File: src/rtl/range_mon_pkg.sv
// Shared definitions for the range monitor: FSM state encoding and a constant clog2.
package range_mon_pkg;

  typedef enum logic [1:0] {
    IDLE   = 2'd0,
    CHK_HI = 2'd1,
    CHK_LO = 2'd2,
    UPD    = 2'd3
  } state_e;

  // Ceiling log2, usable in parameter/localparam expressions
  function automatic int unsigned clog2(input int unsigned v);
    int unsigned r;
    r = 0;
    for (int i = 0; i < 32; i++) begin
      if ((64'(1) << i) < 64'(v)) r = 32'(i + 1);
    end
    return r;
  endfunction

endpackage

File: src/rtl/range_monitor_sched_if.sv
// Sample handshake bus between the capture logic (master) and the range monitor (slave).
interface range_monitor_sched_if #(
  parameter int unsigned WIDTH = 9,
  parameter int unsigned CH_W  = 2
);
  logic             in_valid;
  logic             in_ready;
  logic [CH_W-1:0]  in_chan;
  logic [WIDTH-1:0] in_dat;

  modport master (output in_valid, output in_chan, output in_dat, input  in_ready);
  modport slave  (input  in_valid, input  in_chan, input  in_dat, output in_ready);
endinterface

File: src/rtl/range_bound_cmp.sv
// Shared bound comparator: strict unsigned test against the upper or lower bound.
module range_bound_cmp #(
  parameter int unsigned           WIDTH       = 9,
  parameter logic [WIDTH-1:0]      UPPER_BOUND = 9'h0C9,
  parameter logic [WIDTH-1:0]      LOWER_BOUND = 9'h012
) (
  input  logic [WIDTH-1:0] dat,
  input  logic             over,
  output logic             out
);

  assign out = over ? (dat > UPPER_BOUND) : (dat < LOWER_BOUND);

endmodule

File: src/rtl/range_monitor_sched.sv
// Multi-channel range alarm controller: one shared comparator, per-channel violation
// streaks, sticky alarms and a one-cycle irq when a streak reaches PERSIST.
module range_monitor_sched
  import range_mon_pkg::*;
#(
  parameter int unsigned      WIDTH       = 9,
  parameter int unsigned      CHANNELS    = 3,
  parameter int unsigned      CH_W        = 2,
  parameter logic [WIDTH-1:0] UPPER_BOUND = 9'h0C9,
  parameter logic [WIDTH-1:0] LOWER_BOUND = 9'h012,
  parameter int unsigned      PERSIST     = 3
) (
  input  logic                  clk,
  input  logic                  rst_n,
  range_monitor_sched_if.slave  s_if,
  input  logic                  clear,
  output logic [CHANNELS-1:0]   alarm,
  output logic [CHANNELS-1:0]   alarm_hi,
  output logic                  irq,
  output logic [CH_W-1:0]       irq_chan,
  output logic                  chan_err
);

  localparam int unsigned CNT_W = (clog2(PERSIST + 1) < 1) ? 1 : clog2(PERSIST + 1);
  localparam int unsigned CHW1  = CH_W + 1;

  if (PERSIST < 1) begin : g_chk_persist
    $error("range_monitor_sched: PERSIST must be >= 1");
  end
  if (CHANNELS < 1 || CHANNELS > (1 << CH_W)) begin : g_chk_chan
    $error("range_monitor_sched: CHANNELS must be in 1..2**CH_W");
  end

  state_e             r_state;
  logic               r_ready;
  logic [CH_W-1:0]    r_chan;
  logic [WIDTH-1:0]   r_dat;
  logic               r_viol;
  logic               r_side;
  logic               r_irq;
  logic [CH_W-1:0]    r_irq_chan;
  logic               r_chan_err;

  logic               w_hit;
  logic               w_over;
  logic               w_upd;
  logic [CHANNELS-1:0] w_fire;

  assign w_over = (r_state == CHK_HI);
  assign w_upd  = (r_state == UPD);

  range_bound_cmp #(
    .WIDTH       (WIDTH),
    .UPPER_BOUND (UPPER_BOUND),
    .LOWER_BOUND (LOWER_BOUND)
  ) u_cmp (
    .dat  (r_dat),
    .over (w_over),
    .out  (w_hit)
  );

  // Sequencer: accept, check high, check low, update
  always_ff @(posedge clk or negedge rst_n) begin
    if (!rst_n) begin
      r_state    <= IDLE;
      r_ready    <= 1'b1;
      r_chan     <= '0;
      r_dat      <= '0;
      r_viol     <= 1'b0;
      r_side     <= 1'b0;
      r_irq      <= 1'b0;
      r_irq_chan <= '0;
      r_chan_err <= 1'b0;
    end else begin
      r_irq      <= 1'b0;
      r_chan_err <= 1'b0;
      unique case (r_state)
        IDLE: begin
          if (s_if.in_valid) begin
            r_chan <= s_if.in_chan;
            r_dat  <= s_if.in_dat;
            if ({1'b0, s_if.in_chan} >= CHW1'(CHANNELS)) begin
              r_chan_err <= 1'b1;
            end else begin
              r_state <= CHK_HI;
              r_ready <= 1'b0;
            end
          end
        end
        CHK_HI: begin
          if (w_hit) begin
            r_viol  <= 1'b1;
            r_side  <= 1'b1;
            r_state <= UPD;
          end else begin
            r_state <= CHK_LO;
          end
        end
        CHK_LO: begin
          r_viol  <= w_hit;
          r_side  <= 1'b0;
          r_state <= UPD;
        end
        UPD: begin
          r_state <= IDLE;
          r_ready <= 1'b1;
          // A coincident clear discards the update, so it cannot raise irq either
          if (!clear && (|w_fire)) begin
            r_irq      <= 1'b1;
            r_irq_chan <= r_chan;
          end
        end
        default: r_state <= IDLE;
      endcase
    end
  end

  for (genvar g = 0; g < CHANNELS; g++) begin : g_ch
    logic [CNT_W-1:0] r_cnt;
    logic             r_alm;
    logic             r_alm_hi;
    logic             w_sel;

    assign w_sel     = w_upd && (r_chan == CH_W'(g));
    assign w_fire[g] = w_sel && r_viol && (r_cnt == CNT_W'(PERSIST - 1)) && !r_alm;

    // Saturating streak counter and sticky alarm for this channel
    always_ff @(posedge clk or negedge rst_n) begin
      if (!rst_n) begin
        r_cnt    <= '0;
        r_alm    <= 1'b0;
        r_alm_hi <= 1'b0;
      end else if (clear) begin
        r_cnt    <= '0;
        r_alm    <= 1'b0;
        r_alm_hi <= 1'b0;
      end else if (w_sel) begin
        if (!r_viol) begin
          r_cnt <= '0;
        end else begin
          if (r_cnt != CNT_W'(PERSIST)) r_cnt <= r_cnt + CNT_W'(1);
          if (w_fire[g]) begin
            r_alm    <= 1'b1;
            r_alm_hi <= r_side;
          end
        end
      end
    end

    assign alarm[g]    = r_alm;
    assign alarm_hi[g] = r_alm_hi;
  end

  assign s_if.in_ready = r_ready;
  assign irq           = r_irq;
  assign irq_chan      = r_irq_chan;
  assign chan_err      = r_chan_err;

endmodule

File: src/flat_wrapper.sv
// flat-port wrapper written by rule: the top's interface ports become plain ports
module range_monitor_sched_flat import range_mon_pkg::*;
#(
  parameter int unsigned      WIDTH       = 9,
  parameter int unsigned      CHANNELS    = 3,
  parameter int unsigned      CH_W        = 2,
  parameter logic [WIDTH-1:0] UPPER_BOUND = 9'h0C9,
  parameter logic [WIDTH-1:0] LOWER_BOUND = 9'h012,
  parameter int unsigned      PERSIST     = 3
)
  (clk, rst_n, clear, alarm, alarm_hi, irq, irq_chan, chan_err, s_if_in_valid, s_if_in_chan, s_if_in_dat, s_if_in_ready);
  range_monitor_sched_if #(.WIDTH(WIDTH), .CH_W(CH_W)) s_if_i ();
  input  logic clk;
  input  logic rst_n;
  input  logic clear;
  output logic [CHANNELS-1:0] alarm;
  output logic [CHANNELS-1:0] alarm_hi;
  output logic irq;
  output logic [CH_W-1:0] irq_chan;
  output logic chan_err;
  input wire logic [$bits(s_if_i.in_valid)-1:0] s_if_in_valid;
  input wire logic [$bits(s_if_i.in_chan)-1:0] s_if_in_chan;
  input wire logic [$bits(s_if_i.in_dat)-1:0] s_if_in_dat;
  output wire logic [$bits(s_if_i.in_ready)-1:0] s_if_in_ready;
  assign s_if_i.in_valid = s_if_in_valid;
  assign s_if_i.in_chan = s_if_in_chan;
  assign s_if_i.in_dat = s_if_in_dat;
  assign s_if_in_ready = s_if_i.in_ready;
  range_monitor_sched #(.WIDTH(WIDTH), .CHANNELS(CHANNELS), .CH_W(CH_W), .UPPER_BOUND(UPPER_BOUND), .LOWER_BOUND(LOWER_BOUND), .PERSIST(PERSIST)) u_core (.clk(clk), .rst_n(rst_n), .s_if(s_if_i), .clear(clear), .alarm(alarm), .alarm_hi(alarm_hi), .irq(irq), .irq_chan(irq_chan), .chan_err(chan_err));
endmodule
File: config.mk
export PLATFORM = sky130hd
export DESIGN_NAME = range_monitor_sched_flat
export DESIGN_NICKNAME = d
export VERILOG_FILES = /design/src/rtl/range_mon_pkg.sv /design/src/rtl/range_monitor_sched_if.sv /design/src/rtl/range_bound_cmp.sv /design/src/rtl/range_monitor_sched.sv /design/src/flat_wrapper.sv
export SDC_FILE = /design/constraint.sdc
export NUM_CORES = 1
export LEC_CHECK = 0
export CAP_MARGIN = 0
export CORE_MARGIN = 8
export CORE_UTILIZATION = 35
export DETAILED_ROUTE_END_ITERATION = 8
export GPL_TIMING_DRIVEN = 0
export HOLD_SLACK_MARGIN = 0.08
export SLEW_MARGIN = 20
export SYNTH_ARGS = -nofsm -noshare
export SYNTH_HDL_FRONTEND = slang
export SYNTH_SLANG_ARGS = --single-unit
File: constraint.sdc
create_clock -name clk -period 3.3 [get_ports clk]
set_clock_uncertainty 0.2 [all_clocks]
set_input_delay 0.825 -clock clk [delete_from_list [all_inputs] [get_ports clk]]
set_output_delay 0.825 -clock clk [all_outputs]
set_load 0.02 [all_outputs]
==> flow_summary.json, run 1 <==
{
  "die_area_um2": 7060,
  "grt_util_all_layers_pct": 9.22,
  "syn_to_final_growth_pct": 23.5,
  "cts_max_path_buffers": 2,
  "synth_edf_count": 0,
  "grt_pass1_wl_mm": 5.35,
  "rows": 24,
  "diodes": 0,
  "grt_use_met1_pct": 9.84,
  "grt.met3_usage_pct": 3.32,
  "p_total_mw": 1.30,
  "ys_seq_elements": 31,
  "slew_viol_final": 0,
  "async_flop_share_pct": 100,
  "layout_commonest_cell": "dfrtp_1",
  "portBuffers": 24,
  "cts_hold_buffers": 0,
  "vias_per_cell": 4.96,
  "post_cts_buffers": 0,
  "ys_types": 36,
  "wl_per_cell_um": 13.6,
  "path_delay_family": "buffers and inverters",
  "p_seq_share_pct": 46.0,
  "peakVddDrop_mv": 0.300,
  "slew_headroom_pct": 55.4,
  "avgSynthCellArea_um2": 10.9,
  "fin_crit_sh_pct": 74.0,
  "rsz0062_at_grt": "no",
  "critical_path_required_ns": 2.27,
  "path_buf_inv": 1,
  "grt_overflow": 0,
  "p_switching_uw": 461,
  "place.gp.congestion": 0.758,
  "internal_power_uw": 840,
  "final_nets": 206,
  "crit_chain": "clkdlybuf4s50_1",
  "clkPwrFrac_pct": 21.4,
  "cts_resized": 0,
  "ant_nets": 0,
  "tightest_slew_ns": 0.669,
  "num-fill-cells": 409,
  "regToRegSetupSlack_ns": 1.30,
  "h-tree-depth": 2,
  "initial_core_util_pct": 36.7,
  "grt_use_met2_pct": 16.1,
  "antenna_found_initial": 0,
  "leakagePower_nw": 0.896,
  "max_stage_delay_ns": 0.61,
  "path_class": "reg2out",
  "worst_path_max_delay_cell": "clkdlybuf4s50_1",
  "tritoncts": "yes",
  "dr.pass1.iters": 4,
  "sw_frac_of_total_pct": 35.4,
  "syn_nets": 175,
  "finalCriticalPeriod_ns": 2.44,
  "vias": 1155,
  "critical_path_arrival_ns": 1.42,
  "drive_gt1_share_pct": 11.0,
  "cts_root_buf": "clkbuf_8",
  "run_status": "completed",
  "comb_power_share_pct": 32.5,
  "synthesis.area_um2": 1620,
  "cts.sinks": 31,
  "clk_latency_ns": 0.27,
  "drtIter0Drc": 54,
  "ys_seq_area_share_pct": 48.0,
  "ios": 26,
  "crit_fanout": 3,
  "netlist_instances": 149,
  "fp.dieH_um": 84.0,
  "cap_viol_max_count": 0,
  "synthFlopType": "dfrtp_1",
  "drc": 0,
  "cp-start-kind": "register",
  "busiest_layer": "met2",
  "setup-violations-final": 0,
  "routed_wl_mm": 3.17,
  "clock.fmax_mhz": 410,
  "power_density_nw_per_um2": 651,
  "hold_violations": 0,
  "mostFrequentLayoutCells": "dfrtp_1 (30), clkdlybuf4s50_1 (23), nor2_1 (17)",
  "hold_path.class": "reg2reg",
  "yosys_warnings": 0,
  "post-dp-hpwl_mm": 2.47,
  "die_x_um": 84.0,
  "numCtsBuffers": 5,
  "clk_pin_slew_worst_paths_ns": 0.06,
  "grt_start_max_net_pins": 32,
  "coreArea_um2": 4410,
  "grt_pass1_vias": 1228,
  "fin_setup_tns_ns": 0,
  "endpoint_kind": "output port"
}
-- power groups by stage --
stage	combinational [mW]	sequential [mW]	clock, mW
after detailed placement	0.427	0.607	0
after global placement	0.403	0.602	0
after global routing	0.473	0.617	0.313
after floorplan	0.309	0.586	0
final	0.423	0.599	0.279
after CTS	0.429	0.601	0.288
-- flip-flops by register name, indices dropped and copies added, names as in the netlist, 2 cells and up --
signal                cells
u_core.g_ch.r_alm         3
u_core.g_ch.r_alm_hi      3
u_core.g_ch.r_cnt         6
u_core.irq_chan           2
u_core.r_chan             2
u_core.r_dat              8
u_core.r_state            2
-- per-stage QoR --
stage	worst slack, ns	hold slack [ns]	util, %	cells	area (um^2)
after floorplan	1.54	0.283	-	149	1620
after global placement	0.618	0.291	43.6	225	1920
after detailed placement	0.959	0.291	43.5	225	1920
after CTS	0.837	0.302	45.3	233	2000
after global routing	0.816	0.319	45.3	233	2000
final	0.858	0.303	45.3	233	2000
-- synthesized netlist by cell type (2+ instances only) --
master / instances / area [um^2]
o21ai_0: 2 / 10.0
ha_1: 11 / 138
nor2b_1: 3 / 18.8
nor4b_1: 3 / 26.3
o21ai_1: 2 / 10.0
nor3_1: 2 / 10.0
nor2_1: 17 / 63.8
nand2_1: 13 / 48.8
or3_4: 2 / 22.5
dfrtp_1: 30 / 751
mux2i_1: 6 / 60.1
clkbuf_1: 2 / 7.51
nand3b_1: 2 / 15.0
mux2_1: 10 / 113
inv_1: 9 / 33.8
nand2b_1: 2 / 12.5
a21oi_1: 9 / 45.0
buf_4: 6 / 45.0
-- final timing paths --
check,start,depth (start not counted),end
worst max-delay path,u_core.s_if.in_ready$_DFFE_PN1P_,1,s_if_in_ready
worst min-delay path,u_core.s_if.in_ready$_DFFE_PN1P_,2,u_core.s_if.in_ready$_DFFE_PN1P_
worst max register to register,u_core.r_state[0]$_DFFE_PN0P_,5,u_core.irq_chan[0]$_DFFE_PN0P_
worst min register to register,u_core.s_if.in_ready$_DFFE_PN1P_,2,u_core.s_if.in_ready$_DFFE_PN1P_
max in group asynchronous,rst_n,1,u_core.g_ch[2].r_alm_hi$_DFFE_PN0P_
min in group asynchronous,rst_n,1,u_core.g_ch[0].r_cnt[0]$_DFFE_PN0P_
-- metal layers --
metal  share of wire, %  wire (um)
met1                 44       1400
met2                 50       1570
met3                5.0        159
met4                1.1         35
met5                  0          0
-- layout make-up --
class,count,area (um^2),share of cell area (%)
Sequential cell,31,777,38.9
Multi-Input combinational cell,100,751,37.5
Timing Repair Buffer,24,235,11.8
Clock buffer,8,80.1,4.01
Tap cell,52,65.1,3.25
Buffer,9,57.6,2.88
Inverter,9,33.8,1.69
-- kinds of logic after synthesis --
logic type	Yosys count	synth area share, %
flip-flops	31	48.0
multiplexers	16	10.7
AO/OA/AOI/OAI	23	9.74
adder cells (fa/ha/maj)	11	8.50
buffers and inverters	18	5.64
AND/OR/NAND/NOR	50	17.5
Power figures use the tool's default switching activity.
==> run 2, diff against run 1 <==
==> constraint.sdc (replaced) <==
create_clock -name clk -period 2.5 [get_ports clk]
set_clock_uncertainty 0.2 [all_clocks]
set_input_delay 0.625 -clock clk [delete_from_list [all_inputs] [get_ports clk]]
set_output_delay 0.625 -clock clk [all_outputs]
set_load 0.02 [all_outputs]
==> results of run 2 <==
Same layout as run 1 (identical final DEF). Status: completed.
Among the figures that moved: setup slack after placement 0.959 ns -> 0.359 ns; setup slack after layout 0.858 ns -> 0.258 ns; hold slack 0.303 ns -> 0.181 ns; register-to-register setup slack 1.30 ns -> 0.50 ns; total power 1.30 mW -> 1.72 mW; worst IR drop on VDD 0.300 mV -> 0.395 mV
==> run 3, diff against run 2 <==
--- a/config.mk
+++ b/config.mk
@@ -6,11 +6,13 @@
 export NUM_CORES = 1
 export LEC_CHECK = 0
 export CAP_MARGIN = 0
+export CORE_ASPECT_RATIO = 1.75
 export CORE_MARGIN = 8
-export CORE_UTILIZATION = 35
+export CORE_UTILIZATION = 52
 export DETAILED_ROUTE_END_ITERATION = 8
 export GPL_TIMING_DRIVEN = 0
 export HOLD_SLACK_MARGIN = 0.08
+export PLACE_DENSITY = 0.78
 export SLEW_MARGIN = 20
 export SYNTH_ARGS = -nofsm -noshare
 export SYNTH_HDL_FRONTEND = slang
==> constraint.sdc (replaced) <==
create_clock -name clk -period 2.5 [get_ports clk]
set_clock_uncertainty 0.2 [all_clocks]
set_input_delay 0.625 -clock clk [delete_from_list [all_inputs] [get_ports clk]]
set_output_delay 0.625 -clock clk [all_outputs]
set_load 0.05 [all_outputs]
==> run 3 against run 2 <==
  * Maximum frequency decreased by 6.7%
  * Largest cell class unchanged
  * Routed wire length rose by 3.6%
  * Combinational power rose by 5.4%
  * Sequential share of layout area down 0.55 points
  * Global-route usage is 5.3 points higher
  * Critical path depth increased by 1
  * Worst setup slack got worse by 0.16 ns
  * Critical endpoint is now alarm[0]
  * Cell count decreased by 3.9%
  * Critical path type unchanged
  * First-iteration DRC count is 59% lower
  * Count of clock-buffer cells in the layout is 2 lower
==> flow_summary.json, run 3 (same netlist as run 1, synthesis figures left out) <==
{
  "cts_max_path_buffers": 2,
  "grt_pass1_wl_mm": 5.97,
  "post_cts_buffers": 0,
  "place_inst": 216,
  "grt_overflow": 0,
  "grt_pass1_vias": 1329,
  "top_register": "u_core.r_dat",
  "max_stage_delay_ns": 0.79,
  "ant_nets": 0,
  "worst_path_max_delay_cell": "clkdlybuf4s50_1",
  "largest_reg_flops": 8,
  "fin_crit_sh_pct": 96.1,
  "ios": 26,
  "endpoint": "alarm[0]",
  "fin_setup_tns_ns": 0,
  "drtIter0Drc": 22,
  "cp-startpoint": "u_core.g_ch[0].r_alm$_DFFE_PN0P_",
  "post-dp-hpwl_mm": 2.59,
  "peakVddDrop_mv": 0.820,
  "dr.pass1.iters": 4,
  "critical_path_required_ns": 1.67,
  "syn_to_final_growth_pct": 25.3,
  "final_util_pct": 66.0,
  "grt_util_all_layers_pct": 14.5,
  "rr_worst_depth": 5,
  "grt_start_max_net_pins": 32,
  "run_status": "completed",
  "drive_gt1_share_pct": 12.7,
  "crit_fanout": 3,
  "diodes": 0,
  "path_class": "reg2out",
  "leakagePower_nw": 0.924,
  "coreArea_um2": 3070,
  "routed_wl_mm": 3.28,
  "drc": 0,
  "cap_viol_max_count": 0,
  "critical_path_arrival_ns": 1.58,
  "portBuffers": 24,
  "hold_path.class": "in2async",
  "final_nets": 206,
  "clk_pin_slew_worst_paths_ns": 0.07,
  "fp.dieH_um": 89.8,
  "cp-start-kind": "register",
  "tightest_slew_ns": 0.693,
  "power_density_nw_per_um2": 932,
  "endpoint_kind": "output port",
  "cts.sinks": 31,
  "finalCriticalPeriod_ns": 2.40,
  "cts_root_buf": "clkbuf_8",
  "top_regs": "u_core.r_dat (8), u_core.g_ch.r_cnt (6)",
  "worstReg2RegEnd": "u_core.irq_chan[0]$_DFFE_PN0P_",
  "die_x_um": 58.2,
  "vias_per_cell": 5.31,
  "layout_commonest_cell": "dfrtp_1",
  "slew_viol_final": 0,
  "clk_latency_ns": 0.29,
  "rsz0062_at_grt": "no",
  "regToRegSetupSlack_ns": 0.52,
  "setup-violations-final": 0,
  "rows": 27,
  "wl_per_cell_um": 14.6,
  "register_area_um2": 777,
  "tritoncts": "yes",
  "place.gp.congestion": 0.789,
  "clock.fmax_mhz": 416,
  "antenna_found_initial": 0,
  "multi_input_area_um2": 751,
  "crit_chain": "buf_4, clkdlybuf4s50_1",
  "vias": 1189,
  "numCtsBuffers": 5,
  "stdcell_count": 224,
  "num-fill-cells": 256,
  "reg2reg_from": "u_core.r_state[0]$_DFFE_PN0P_",
  "hold_violations": 0,
  "initial_core_util_pct": 52.7,
  "die_area_um2": 5230,
  "h-tree-depth": 2,
  "slew_headroom_pct": 53.8,
  "mostFrequentLayoutCells": "dfrtp_1 (30), clkdlybuf4s50_1 (22), nor2_1 (17)"
}
[run 3: routing by layer]
layer	GRT usage [%]	wire length, um
met5	0	0
met4	8.23	85
met3	4.42	176
met2	25.9	1860
met1	13.9	1160
[run 3: worst max-delay path, delay by kind of cell (launching register included)]
kind / cells / cell delay (ns)
buf+inv: 2 / 0.91
flops: 1 / 0.39
[run 3: per-stage QoR]
step | worst slack (ns) | instance area [um^2] | hold slack, ns | total power [mW]
5_1_grt | 0.0519 | 2030 | 0.242 | 2.03
6_report | 0.0976 | 2030 | 0.181 | 1.89
3_3_place_gp | 0.0781 | 1910 | 0.284 | 1.34
2_1_floorplan | 0.770 | 1620 | 0.129 | 1.20
4_1_cts | 0.0168 | 2030 | 0.204 | 1.91
3_5_place_dp | 0.313 | 1910 | 0.290 | 1.39
[run 3: layout make-up]
type / instances / share of cell area (%)
buffer: 9 / 2.84
clock buffer: 6 / 4.07
clock inverter: 2 / 1.73
inverter: 9 / 1.67
multi-input combinational: 100 / 37.0
sequential: 31 / 38.3
tap: 43 / 2.65
timing repair buffer: 24 / 11.7
[run 3: power by group]
group,switching (mW),total (mW),leakage (nW),internal (mW)
clock,0.188,0.510,0.0612,0.322
sequential,0.142,0.791,0.387,0.649
combinational,0.327,0.589,0.476,0.262
[run 3: worst min path at each step]
stage                                     start                                   to  slack [ns]  cells after the start
2_1_floorplan                             rst_n            u_core.chan_err$_DFF_PN0_        0.13                      0
3_5_place_dp   u_core.s_if.in_ready$_DFFE_PN1P_     u_core.s_if.in_ready$_DFFE_PN1P_        0.29                      2
3_3_place_gp   u_core.s_if.in_ready$_DFFE_PN1P_     u_core.s_if.in_ready$_DFFE_PN1P_        0.28                      2
4_1_cts                                   rst_n            u_core.chan_err$_DFF_PN0_        0.20                      1
6_report                                  rst_n  u_core.g_ch[1].r_cnt[0]$_DFFE_PN0P_        0.18                      1
5_1_grt                                   rst_n  u_core.g_ch[1].r_cnt[0]$_DFFE_PN0P_        0.24                      1
[run 3: what timing repair did]
action	in CTS	in global routing
resized for setup	0	1
endpoints found under the setup margin	0	1
hold buffers	0	0
